### config.mk
export PLATFORM = sky130hd
export DESIGN_NAME = mii_rx_framer
export DESIGN_NICKNAME = d
export VERILOG_FILES = /design/src/rtl/eth_pkg.sv /design/src/rtl/crc32_d8.sv /design/src/rtl/mii_rx_framer.sv
export SDC_FILE = /design/constraint.sdc
export NUM_CORES = 1
export LEC_CHECK = 0
export ABC_AREA = 1
export BUFFER_PORTS_ARGS = -buffer_cell sky130_fd_sc_hd__buf_4
export CORE_ASPECT_RATIO = 1.1
export CORE_UTILIZATION = 40
export DETAILED_ROUTE_END_ITERATION = 10
export MAX_ROUTING_LAYER = met4
export PLACE_DENSITY_LB_ADDON = 0.25
export SKIP_CTS_REPAIR_TIMING = 1
export SLEW_MARGIN = 20
export SYNTH_ARGS = -nofsm -noshare
export SYNTH_HDL_FRONTEND = slang
export SYNTH_SLANG_ARGS = --single-unit
### constraint.sdc
create_clock -name clk -period 3.3 [get_ports clk]
set_input_delay 0.33 -clock clk [delete_from_list [all_inputs] [get_ports clk]]
set_output_delay 0.33 -clock clk [all_outputs]
set_load 0.03 [all_outputs]
### src/rtl/eth_pkg.sv
// Shared Ethernet receive definitions: framer state encoding, CRC-32 constants,
// default frame length limits and small helpers.
package eth_pkg;

   typedef enum logic [1:0] {
      IDLE     = 2'd0,
      PREAMBLE = 2'd1,
      DATA     = 2'd2,
      DROP     = 2'd3
   } state_t;

   localparam logic [31:0] CRC_POLY    = 32'h04C11DB7;
   localparam logic [31:0] CRC_RESIDUE = 32'hC704DD7B;
   localparam int unsigned MIN_LEN_DEF = 64;
   localparam int unsigned MAX_LEN_DEF = 1518;

   function automatic logic [31:0] bitrev32(input logic [31:0] v);
      logic [31:0] r;
      r = '0;
      for (int unsigned i = 0; i < 32; i++) r[i] = v[31 - i];
      return r;
   endfunction

   function automatic logic [15:0] sat_inc16(input logic [15:0] v);
      return (v == '1) ? v : v + 16'd1;
   endfunction

endpackage

### src/rtl/crc32_d8.sv
// Combinational next-state of the reflected Ethernet CRC-32 over one byte,
// data consumed LSB first.
module crc32_d8
   import eth_pkg::*;
(
   input  logic [31:0] crc_in,
   input  logic [7:0]  data,
   output logic [31:0] crc_out
);

   localparam logic [31:0] POLY_REFL = bitrev32(CRC_POLY);

   always_comb begin
      crc_out = crc_in;
      for (int unsigned i = 0; i < 8; i++) begin
         if (crc_out[0] ^ data[i]) crc_out = (crc_out >> 1) ^ POLY_REFL;
         else                      crc_out = crc_out >> 1;
      end
   end

endmodule

### src/rtl/mii_rx_framer.sv
// MII receive framer: strips preamble/SFD, assembles nibbles into bytes, checks
// FCS, length and receive errors, and flags each frame good or bad at eof.
module mii_rx_framer
   import eth_pkg::*;
#(
   parameter int unsigned MAX_LEN = MAX_LEN_DEF,
   parameter int unsigned MIN_LEN = MIN_LEN_DEF
) (
   input  logic        clk,
   input  logic        reset,
   input  logic [3:0]  e_rx_d,
   input  logic        e_rx_dv,
   input  logic        e_rx_er,
   output logic [7:0]  rx_data,
   output logic        rx_valid,
   output logic        rx_sof,
   output logic        rx_eof,
   output logic        rx_err,
   output logic [15:0] rx_frame_cnt,
   output logic [15:0] rx_err_cnt
);

   localparam logic [10:0] MIN_L = 11'(MIN_LEN);
   localparam logic [10:0] MAX_L = 11'(MAX_LEN);

   state_t      state;
   logic        toggle;
   logic [3:0]  low_nib;
   logic [7:0]  held;
   logic        have_held;
   logic        sof_pend;
   logic        er_seen;
   logic        ovf;
   logic        ending;
   logic [10:0] byte_cnt;
   logic [31:0] crc;
   logic [31:0] crc_next;
   logic [7:0]  cur_byte;
   logic        frame_bad;

   assign cur_byte = {e_rx_d, low_nib};

   crc32_d8 u_crc (
      .crc_in  (crc),
      .data    (cur_byte),
      .crc_out (crc_next)
   );

   // Register is kept in reflected (shift-right) form; residue is stated unreflected.
   assign frame_bad = (bitrev32(crc) != CRC_RESIDUE) || er_seen || toggle ||
                      (byte_cnt < MIN_L) || ovf;

   always_ff @(posedge clk or posedge reset) begin
      if (reset) begin
         state        <= IDLE;
         toggle       <= 1'b0;
         low_nib      <= '0;
         held         <= '0;
         have_held    <= 1'b0;
         sof_pend     <= 1'b0;
         er_seen      <= 1'b0;
         ovf          <= 1'b0;
         ending       <= 1'b0;
         byte_cnt     <= '0;
         crc          <= '1;
         rx_data      <= '0;
         rx_valid     <= 1'b0;
         rx_sof       <= 1'b0;
         rx_eof       <= 1'b0;
         rx_err       <= 1'b0;
         rx_frame_cnt <= '0;
         rx_err_cnt   <= '0;
      end else begin
         rx_valid <= 1'b0;
         rx_sof   <= 1'b0;
         rx_eof   <= 1'b0;
         rx_err   <= 1'b0;
         case (state)
            IDLE: begin
               if (e_rx_dv) state <= (e_rx_d == 4'h5) ? PREAMBLE : DROP;
            end
            PREAMBLE: begin
               if (!e_rx_dv)              state <= IDLE;
               else if (e_rx_d == 4'hD) begin
                  state     <= DATA;
                  toggle    <= 1'b0;
                  have_held <= 1'b0;
                  sof_pend  <= 1'b1;
                  er_seen   <= 1'b0;
                  ovf       <= 1'b0;
                  ending    <= 1'b0;
                  byte_cnt  <= '0;
                  crc       <= '1;
               end else if (e_rx_d != 4'h5) state <= DROP;
            end
            DATA: begin
               // eof is emitted one cycle after dv falls so it never abuts the previous byte
               if (ending) begin
                  if (have_held) begin
                     rx_valid <= 1'b1;
                     rx_data  <= held;
                     rx_sof   <= sof_pend;
                     rx_eof   <= 1'b1;
                     rx_err   <= frame_bad;
                  end
                  if (frame_bad) rx_err_cnt   <= sat_inc16(rx_err_cnt);
                  else           rx_frame_cnt <= sat_inc16(rx_frame_cnt);
                  if (!e_rx_dv)              state <= IDLE;
                  else if (e_rx_d == 4'h5)   state <= PREAMBLE;
                  else                       state <= DROP;
               end else if (!e_rx_dv) begin
                  ending <= 1'b1;
                  if (e_rx_er) er_seen <= 1'b1;
               end else if (ovf && toggle) begin
                  rx_valid   <= 1'b1;
                  rx_data    <= held;
                  rx_sof     <= sof_pend;
                  rx_eof     <= 1'b1;
                  rx_err     <= 1'b1;
                  rx_err_cnt <= sat_inc16(rx_err_cnt);
                  state      <= DROP;
               end else begin
                  if (e_rx_er) er_seen <= 1'b1;
                  toggle <= ~toggle;
                  if (!toggle) begin
                     low_nib <= e_rx_d;
                  end else begin
                     crc       <= crc_next;
                     byte_cnt  <= byte_cnt + 11'd1;
                     held      <= cur_byte;
                     have_held <= 1'b1;
                     if (have_held) begin
                        rx_valid <= 1'b1;
                        rx_data  <= held;
                        rx_sof   <= sof_pend;
                        sof_pend <= 1'b0;
                     end
                     if (byte_cnt == MAX_L) ovf <= 1'b1;
                  end
               end
            end
            DROP: begin
               if (!e_rx_dv) state <= IDLE;
            end
            default: state <= IDLE;
         endcase
      end
   end

endmodule

==> results.yml <==
run_status:
  status: "complete, no violations"
final_layout:
  regArea_um2: 2720
  finalNetCount: 909
  drive_gt1_share_pct: 15.0
  diodes: 0
  fin_cells: 1102
  multiInputGateArea_um2: 3130
  fillers: 1575
  syn_to_final_growth_pct: 13.3
sta:
  period_needed_ns: 2.20
  tightest_slew_ns: 0.981
  period_share_pct: 66.6
  tns_ns: 0
  grt_setup_unrepaired: "false"
  slew_violations: 0
  hold_violations: 0
  slew_headroom_pct: 34.6
  fmax_ghz: 0.455
  clock_skew_ns: 0.0116
  setup_viol: 0
clocking:
  worstSkewPairLatency_ns: 0.36
  h-tree-depth: 3
  clk_path_buf_depth: 2
  cts_inserted_buffers: 9
  clkTransAtPathRegs_ns: 0.08
  cts_tree: "done"
  cts_root_buffer: "clkbuf_16"
  cts_sinks: 107
grt:
  grtUsageTotal_pct: 20.6
  grt_pass1_vias: 5264
  grt_pass1_wl_mm: 25.9
  grt_max_degree: 58
  antenna_found_initial: 0
  overflow: 0
critical_path:
  start_kind: "flop"
  critPathMaxFanout: 21
  worstPathArrival_ns: 2.49
  critPathKind: "reg -> reg"
  crit_path_end_kind: "flop"
  worstPathRequired_ns: 3.59
logic_synthesis:
  synth_cell_types: 44
  synthArstFlopShare_pct: 100
  synth_area_um2: 6410
  synth_seq_cells: 107
  synth-edff-count: 0
  ys_dominant_reg_cell: "dfrtp_1"
  synth_top_area_share_pct: 29.3
  postSynthAreaPerCell_um2: 7.57
  synth_nets: 859
  synth_seq_area_share_pct: 42.4
  synth_area_leaders: "dfrtp_1 (29%), nand2_1 (15%), dfstp_2 (13%)"
  syn_inst: 847
  yosys.area.top_type: "dfrtp_1"
  synth_warnings: 0
placement:
  place_congestion: 0.955
  numPlacedInstances: 1086
  hpwl_mm: 11.4
  portBuffers: 51
drt:
  wl_per_cell_um: 14.0
  route.detailed.drc: 0
  vias: 5481
  drt_iter0_markers: 314
  ant_nets: 0
  finalWirelength_mm: 15.5
  via_per_inst: 4.97
  first_pass_iters: 5
floorplanning:
  io_pins: 52
  die_h_um: 135
  die_w_um: 123
  dieArea_um2: 16500
  initial_core_util_pct: 40.9
  core_um2: 15700
  rows: 48
pwr:
  ir_drop_v: 0.000354
  power_leakage_uw: 0.00351
  power_density_nw_per_um2: 797
flow_run:
  max-cap-violations: 0
min_path:
  hold_path_class: "in -> async"
-- Yosys cell counts (15+ instances only) --
| cell | instances |
|---|---|
| o21ai_1 | 22 |
| nand4_1 | 19 |
| dfrtp_1 | 75 |
| xnor2_1 | 21 |
| dfstp_2 | 32 |
| o21ai_0 | 44 |
| nor3_1 | 15 |
| nand3_1 | 54 |
| nor2_1 | 57 |
| xor2_1 | 46 |
| nand2_1 | 252 |
| inv_1 | 114 |
-- sequential cells by signal, summed over array words and instances (netlist names), 2 cells and up --
| name | cells |
|---|---|
| rx_data | 8 |
| crc | 32 |
| rx_frame_cnt | 16 |
| state | 2 |
| byte_cnt | 11 |
| rx_err_cnt | 16 |
| held | 8 |
| low_nib | 4 |
-- worst max-delay path: stages, from the launching register on --
cell	delay (ns)
dfrtp_1	0.42
inv_2	0.10
nand2_2	0.16
inv_2	0.14
nand3_1	0.15
nor2_4	0.50
nand2_1	0.26
inv_1	0.19
nand2_1	0.06
o21ai_0	0.07
nor2_1	0.06
-- worst paths after layout --
path | start | endpoint | slack, ns | depth (start not counted)
setup / recovery | state[0] | crc[15] | 1.10 | 10
hold / removal | reset | rx_err_cnt[5] | 0.09 | 2
setup reg to reg | state[0] | crc[15] | 1.10 | 10
hold reg to reg | rx_data[5] | rx_data[5] | 0.49 | 2
max in group asynchronous | reset | crc[17] | 2.43 | 3
min in group clk | e_rx_d[0] | held[4] | 0.21 | 3
-- where the power goes --
part           switching, uW  internal (uW)
logic                   1830            884
registers                280           1710
clock network            532            548
total                   2640           3140
-- metrics by stage --
stage	worst slack (ns)	total power [uW]	hold slack [ns]	util, %	area, um2
3_5_place_dp	1.09	4700	0.466	44.5	6970
2_1_floorplan	0.206	4040	0.442	-	6410
3_3_place_gp	1.09	4680	0.462	44.5	6970
5_1_grt	0.907	6260	0.160	46.3	7260
4_1_cts	1.08	5800	0.119	46.3	7260
6_report	1.10	5790	0.0943	46.3	7260
-- layout by cell type (no fill, tap or decap), types with 3 or more instances in the layout --
cell	instances
nor3_1	15
ha_1	4
nor2_2	5
nand4_1	19
nand3_2	3
a21oi_1	14
nand2_2	4
a32oi_1	3
nand3_1	54
nand3b_1	3
o21ai_1	22
dfstp_2	32
xor2_1	46
and3_1	3
nor2_1	57
xnor2_1	21
nand2_1	252
o22ai_1	12
dfrtp_1	75
inv_2	4
clkbuf_16	9
o21ai_0	44
nor4_1	3
buf_4	54
inv_1	113
-- layout make-up --
class	count	area share (%)
inverter	118	6.13
multi-input combinational	606	43.1
tap	200	3.44
timing repair buffer	55	5.86
sequential	107	37.4
clock inverter	6	0.758
clock buffer	10	3.29
-- per-layer routing --
layer / vias up / global-route usage [%] / share of wire (%)
met5: - / - / 0
met4: 0 / 9.49 / 2.6
met3: 31 / 2.62 / 4.0
met2: 137 / 31.8 / 47
met1: 2511 / 26.8 / 47
li1: 2802 / - / -
-- kinds of logic after synthesis --
| kind of cell | after synthesis | synth area share (%) |
|---|---|---|
| buffers and inverters | 134 | 8.74 |
| AO/OA/AOI/OAI | 108 | 9.82 |
| AND/OR/NAND/NOR | 427 | 29.1 |
| flip-flops | 107 | 42.4 |
| XOR/XNOR | 67 | 9.15 |
| adder cells (fa/ha/maj) | 4 | 0.781 |
Power figures use the tool's default switching activity.
